==> config.mk <==
export PLATFORM = sky130hd
export DESIGN_NAME = fib_arbiter
export DESIGN_NICKNAME = d
export VERILOG_FILES = /design/src/rtl/fib_arb_pkg.sv /design/src/rtl/fib_rr_pick.sv /design/src/rtl/fib_arbiter.sv
export SDC_FILE = /design/constraint.sdc
export NUM_CORES = 1
export LEC_CHECK = 0
export ABC_CLOCK_PERIOD_IN_PS = 4500
export CORE_MARGIN = 1.5
export CORE_UTILIZATION = 28
export DETAILED_ROUTE_END_ITERATION = 16
export HOLD_SLACK_MARGIN = 0.05
export PLACE_DENSITY = 0.56
export REMOVE_ABC_BUFFERS = 1
export SYNTH_ARGS = -nofsm -noshare
export SYNTH_HDL_FRONTEND = slang
export SYNTH_SLANG_ARGS = --single-unit
==> constraint.sdc <==
create_clock -name clk -period 4.5 [get_ports clk]
set_input_delay 0.675 -clock clk [delete_from_list [all_inputs] [get_ports clk]]
set_output_delay 0.675 -clock clk [all_outputs]
set_load 0.005 [all_outputs]
==> src/rtl/fib_arb_pkg.sv <==
// fib_arb_pkg: shared types and widths for the fib engine arbiter.
// Build option: FIB_ARB_FIXED_PRIO_EN (fixed priority instead of round-robin).
package fib_arb_pkg;

    // Width of the engine index n and of the engine result f.
    localparam int FIB_NW = 4;
    localparam int FIB_FW = 10;

    // Arbiter control states.
    typedef enum logic [1:0] {
        IDLE  = 2'd0,
        START = 2'd1,
        RUN   = 2'd2,
        RESP  = 2'd3
    } state_t;

endpackage

==> src/rtl/fib_rr_pick.sv <==
// fib_rr_pick: combinational NREQ-wide request picker.
// Default: rotating priority starting one past the last winner.
// With FIB_ARB_FIXED_PRIO_EN defined: lowest asserted index wins and the
// last pointer input disappears.
module fib_rr_pick #(
    parameter  int NREQ = 4,
    localparam int IDW  = $clog2(NREQ)
) (
`ifndef FIB_ARB_FIXED_PRIO_EN
    input  logic [IDW-1:0]  last,
`endif
    input  logic [NREQ-1:0] req,
    output logic [NREQ-1:0] grant,
    output logic [IDW-1:0]  idx,
    output logic            any_req
);

    logic [IDW-1:0] cand;

`ifndef FIB_ARB_FIXED_PRIO_EN
    // Scan from last+1 with wrap-around; the first asserted request wins.
    always_comb begin
        // NOTE: every output gets a default before the loop, so no path leaves one unassigned and no latch is inferred.
        grant   = '0;
        idx     = '0;
        any_req = 1'b0;
        cand    = '0;
        for (int k = 1; k <= NREQ; k++) begin
            cand = IDW'((int'(last) + k) % NREQ);
            if (!any_req && req[cand]) begin
                any_req     = 1'b1;
                grant[cand] = 1'b1;
                idx         = cand;
            end
        end
    end
`else
    // Scan from index 0 upward; the lowest asserted request wins.
    always_comb begin
        grant   = '0;
        idx     = '0;
        any_req = 1'b0;
        cand    = '0;
        for (int i = 0; i < NREQ; i++) begin
            cand = IDW'(i);
            if (!any_req && req[cand]) begin
                any_req     = 1'b1;
                grant[cand] = 1'b1;
                idx         = cand;
            end
        end
    end
`endif

endmodule

==> src/rtl/fib_arbiter.sv <==
// fib_arbiter: shares one fib engine among NREQ requesters and returns
// each result with its requester id over a valid/ready response port.
// Build option: FIB_ARB_FIXED_PRIO_EN (fixed priority, no last pointer).
module fib_arbiter
    import fib_arb_pkg::*;
#(
    parameter  int NREQ = 4,
    localparam int IDW  = $clog2(NREQ)
) (
    input  logic                   clk,
    input  logic                   rst_n,
    input  logic                   hold,
    input  logic [NREQ-1:0]        req_valid,
    input  logic [FIB_NW*NREQ-1:0] req_n,
    output logic [NREQ-1:0]        req_ready,
    output logic                   rsp_valid,
    output logic [IDW-1:0]         rsp_id,
    output logic [FIB_FW-1:0]      rsp_f,
    input  logic                   rsp_ready,
    output logic                   eng_start,
    output logic [FIB_NW-1:0]      eng_n,
    output logic                   eng_pause,
    input  logic                   eng_busy,
    input  logic                   eng_done,
    input  logic [FIB_FW-1:0]      eng_f,
    output logic                   busy
);

    state_t            state_q;
    state_t            state_d;
    logic [IDW-1:0]    id_q;
    logic [FIB_NW-1:0] n_q;
    logic [NREQ-1:0]   pick_grant;
    logic [IDW-1:0]    pick_idx;
    logic              pick_any;
    logic              accept;
    logic [FIB_NW-1:0] req_n_arr [NREQ];

    // Split the flat request index bus into per-requester fields.
    for (genvar g = 0; g < NREQ; g++) begin : g_unpack
        assign req_n_arr[g] = req_n[FIB_NW*g +: FIB_NW];
    end

`ifndef FIB_ARB_FIXED_PRIO_EN
    logic [IDW-1:0] last_q;

    fib_rr_pick #(.NREQ(NREQ)) u_pick (
        .last    (last_q),
        .req     (req_valid),
        .grant   (pick_grant),
        .idx     (pick_idx),
        .any_req (pick_any)
    );

    // Remember the last winner; reset so that requester 0 is searched first.
    always_ff @(posedge clk or negedge rst_n) begin
        if (!rst_n) begin
            last_q <= IDW'(NREQ - 1);
        end else if (accept) begin
            last_q <= pick_idx;
        end
    end
`else
    fib_rr_pick #(.NREQ(NREQ)) u_pick (
        .req     (req_valid),
        .grant   (pick_grant),
        .idx     (pick_idx),
        .any_req (pick_any)
    );
`endif

    // Accept only when idle, the engine has drained any stale job and no
    // freeze is active; rst_n keeps the strobe quiet while in reset.
    assign accept    = rst_n && (state_q == IDLE) && pick_any && !eng_busy && !hold;
    assign req_ready = accept ? pick_grant : '0;

    assign eng_start = (state_q == START);
    assign eng_n     = n_q;
    assign eng_pause = hold;
    assign busy      = (state_q != IDLE);

    // State register.
    always_ff @(posedge clk or negedge rst_n) begin
        // NOTE: sequential state uses non-blocking assignments so every flop samples pre-edge values.
        if (!rst_n) begin
            state_q <= IDLE;
        end else begin
            state_q <= state_d;
        end
    end

    // Next-state logic; an eng_done outside RUN is simply ignored.
    always_comb begin
        state_d = state_q;
        case (state_q)
            IDLE:    if (accept)    state_d = START;
            START:   if (!hold)     state_d = RUN;
            RUN:     if (eng_done)  state_d = RESP;
            RESP:    if (rsp_ready) state_d = IDLE;
            default:                state_d = IDLE;
        endcase
    end

    // Latch the winner's id and index; n stays on eng_n for the whole job.
    always_ff @(posedge clk or negedge rst_n) begin
        if (!rst_n) begin
            id_q <= '0;
            n_q  <= '0;
        end else if (accept) begin
            id_q <= pick_idx;
            n_q  <= req_n_arr[pick_idx];
        end
    end

    // Capture the result on done and hold it until the consumer takes it.
    always_ff @(posedge clk or negedge rst_n) begin
        if (!rst_n) begin
            rsp_valid <= 1'b0;
            rsp_id    <= '0;
            rsp_f     <= '0;
        end else if (state_q == RUN && eng_done) begin
            rsp_valid <= 1'b1;
            rsp_id    <= id_q;
            rsp_f     <= eng_f;
        end else if (state_q == RESP && rsp_ready) begin
            rsp_valid <= 1'b0;
        end
    end

endmodule

==> impl_metrics.ini <==
[power_and_ir_drop]
p_leak_nw = 0.919
sequentialPowerShare = 0.290
vdd_drop_max_mv = 0.227
powerDensity_mw_per_mm2 = 624
p_clk_frac = 0.088
net-switching-power_w = 0.000510
p_int_w = 0.000884
comb_power_share = 0.622
switching_share = 0.366

[synthesis]
synth.distinct_cells = 31
yosysSeqAreaShare = 0.380
synth_cells = 132
netlist_area_sq_mm = 0.00152
synth-seq-cells = 23
synth_top_cell_by_area = dfrtp_1
synthTopCellsByArea = dfrtp_1 (35%), mux2_2 (13%), mux4_2 (12%), ha_1 (11%), nor2_1 (4.7%)
synth_top_area_frac = 0.345
yosys_warnings = 0
avgSynthCellArea_sq_um = 11.5

[timing]
whs_ns = 0.492
grt_setup_unrepaired = false
period_share = 0.931
finalCriticalPeriod_ns = 4.19
finalMaxSlewViolations = 0
finalSetupViolations = 0
relSlewSlack = 0.614
tightest_slew_ns = 0.578
fmax_ghz = 0.239
hold_viol = 0
setup_tns_ns = 0
fin_skew_ns = 0.00219

[floorplan]
die_w_um = 76.7
die-area_sq_mm = 0.00589
coreArea_sq_mm = 0.00517
start_util = 0.294
die_y_um = 76.7
io_pins = 60
fp-row-count = 26

[cts]
cts_inserted_buffers = 3
insertion_delay_ns = 0.25
cts_tree = done
path_clk_slew_ns = 0.07
htree_levels = 1
clock_path_buffers = 2
cts.sinks = 23
root_buffer = clkbuf_8

[setup_path]
cp.required_ns = 3.83
crit_path_start_kind = register
cp_data_arrival_time_ns = 3.51
reg2reg_to = eng_n[1]$_DFFE_PN0P_
worst-setup-path-type = register to primary output
r2r_slack_ns = 0.75
cp_max_fo = 16
rr_startpoint = last_q[0]$_DFFE_PN1P_
end_kind = primary output
rr_worst_depth = 7

[global_route]
grt_max_degree = 25
grt_pass1_wl_mm = 6.09
gr-total-overflow = 0
track_usage = 0.125
grt_pass1_vias = 1312
antenna_found_initial = 0

[routing]
vias_per_cell = 4.84
wl_met3_um = 123
drt-met1-wl_mm = 1.64
num_vias = 1263
route.met2.wl_mm = 1.74
wl_mm = 3.53
first_pass_iters = 4
wl_per_cell_um = 13.5
highest_layer = met4
drc = 0
detail_route.iter0.violations = 113
antenna_left = 0

[placement]
dp_hpwl_mm = 2.81
place_congestion = 0.798
io_buffer_count = 59

[min_path]
min_path_cells = 2
hold_end = rsp_valid$_DFFE_PN0P_
hold_class = register to register
hold_path_startpoint = rsp_valid$_DFFE_PN0P_

[status]
status = complete, no violations

[layout]
antenna_cells = 0
drive_gt1_frac = 0.168
fin_nets = 241
area_growth_pct = 46.7

[run]
cap_viol_max_count = 0
[worst max path at each step]
stage	startpoint	endpoint	cells after the start
detailed placement	last_q[0]$_DFFE_PN1P_	req_ready[3]	8
floorplan	last_q[0]$_DFFE_PN1P_	eng_n[0]$_DFFE_PN0P_	7
global placement	last_q[0]$_DFFE_PN1P_	req_ready[3]	8
CTS	last_q[0]$_DFFE_PN1P_	req_ready[3]	8
global route	last_q[0]$_DFFE_PN1P_	req_ready[3]	9
finish	last_q[0]$_DFFE_PN1P_	req_ready[3]	9
[power groups by stage]
| stage | clock network, W | registers (W) | logic [W] |
|---|---|---|---|
| 2_1_floorplan | 0 | 0.000401 | 0.000541 |
| 3_3_place_gp | 0 | 0.000404 | 0.000850 |
| 3_5_place_dp | 0 | 0.000408 | 0.000867 |
| 4_1_cts | 0.000129 | 0.000405 | 0.000870 |
| 5_1_grt | 0.000140 | 0.000426 | 0.000958 |
| 6_report | 0.000123 | 0.000404 | 0.000867 |
[registers in the layout (all words and copies together), names as in the netlist]
signal,count
eng_n,4
id_q,2
state_q,2
last_q,2
rsp_valid,1
rsp_id,2
rsp_f,10
[worst max-delay path, stage by stage, from the launching register on]
cell	delay, ns
dfstp_2	0.73
inv_1	0.22
ha_1	0.54
mux4_2	0.56
nor2b_1	0.21
a22oi_1	0.17
nor2_1	0.06
a221oi_1	0.23
nor2_1	0.07
clkdlybuf4s50_1	0.45
[synthesized netlist by cell type]
cell and count:
mux4_2 8, o211ai_1 1, nor2_1 19, buf_1 1, nor4b_1 1, o2111ai_1 1, nor2b_1 1, buf_4 1
ha_1 13, inv_1 8, dfrtp_1 21, o22ai_1 1, mux2_1 1, and3_1 1, o21ai_1 1, o31ai_1 1
o21ai_0 1, nand2_1 7, nand2b_1 1, a2111o_1 1, buf_2 3, mux2i_1 4, dfstp_2 2, a221oi_1 4
o2111a_1 1, a222oi_1 1, mux2_2 17, a21oi_1 4, a221o_1 1, o2bb2ai_1 1, a22oi_1 4
[stage by stage]
stage	setup WS, ns	cells	cell area, sq um	util	total power, W
2_1_floorplan	1.05	127	1500	-	0.000942
3_3_place_gp	0.614	257	2180	0.422	0.00125
3_5_place_dp	0.426	257	2180	0.422	0.00128
4_1_cts	0.132	261	2230	0.430	0.00140
5_1_grt	0.0369	261	2230	0.432	0.00152
6_report	0.311	261	2230	0.432	0.00139
[cell usage in the layout (no fill, tap or decap), drive strengths merged]
| cell | n |
|---|---|
| a222oi | 1 |
| o31ai | 1 |
| mux2i | 4 |
| nor4b | 1 |
| a2111o | 1 |
| mux2 | 18 |
| nor2b | 1 |
| clkbuf | 4 |
| mux4 | 8 |
| inv | 8 |
| buf | 1 |
| o21ai | 2 |
| clkdlybuf4s50 | 59 |
| a221oi | 4 |
| a22oi | 4 |
| o2111a | 1 |
| nand2 | 7 |
| nand2b | 1 |
| and3 | 1 |
| a221o | 1 |
| dfstp | 2 |
| nor2 | 19 |
| o2bb2ai | 1 |
| ha | 13 |
| a21oi | 4 |
| o2111ai | 1 |
| o22ai | 1 |
| o211ai | 1 |
| dfrtp | 21 |
[metal layers]
layer / vias up / track usage
met4: 0 / 0.0222
li1: 606 / -
met1: 618 / 0.164
met5: - / 0
met2: 35 / 0.219
met3: 4 / 0.0167
[cell families (layout without fill, tap and decap cells)]
kind of cell,count (synthesis),after routing,share of synthesized area
flip-flops,23,23,0.380
adder cells (fa/ha/maj),13,13,0.107
multiplexers,30,30,0.278
buffers and inverters,13,72,0.0370
AO/OA/AOI/OAI,23,23,0.116
AND/OR/NAND/NOR,30,30,0.0822
[layout make-up]
cell class	count	area, sq um
Clock buffer	4	45.0
Timing Repair Buffer	60	598
Tap cell	70	87.6
Multi-Input combinational cell	96	893
Inverter	8	30.0
Sequential cell	23	578
Fill cell	472	2940
[timing repair]
action / CTS / global route
endpoints found under the setup margin: 0 / 4
buffers inserted: 0 / 0
resized for setup: 0 / 1
hold buffers: 0 / 0
Power figures use the tool's default switching activity.
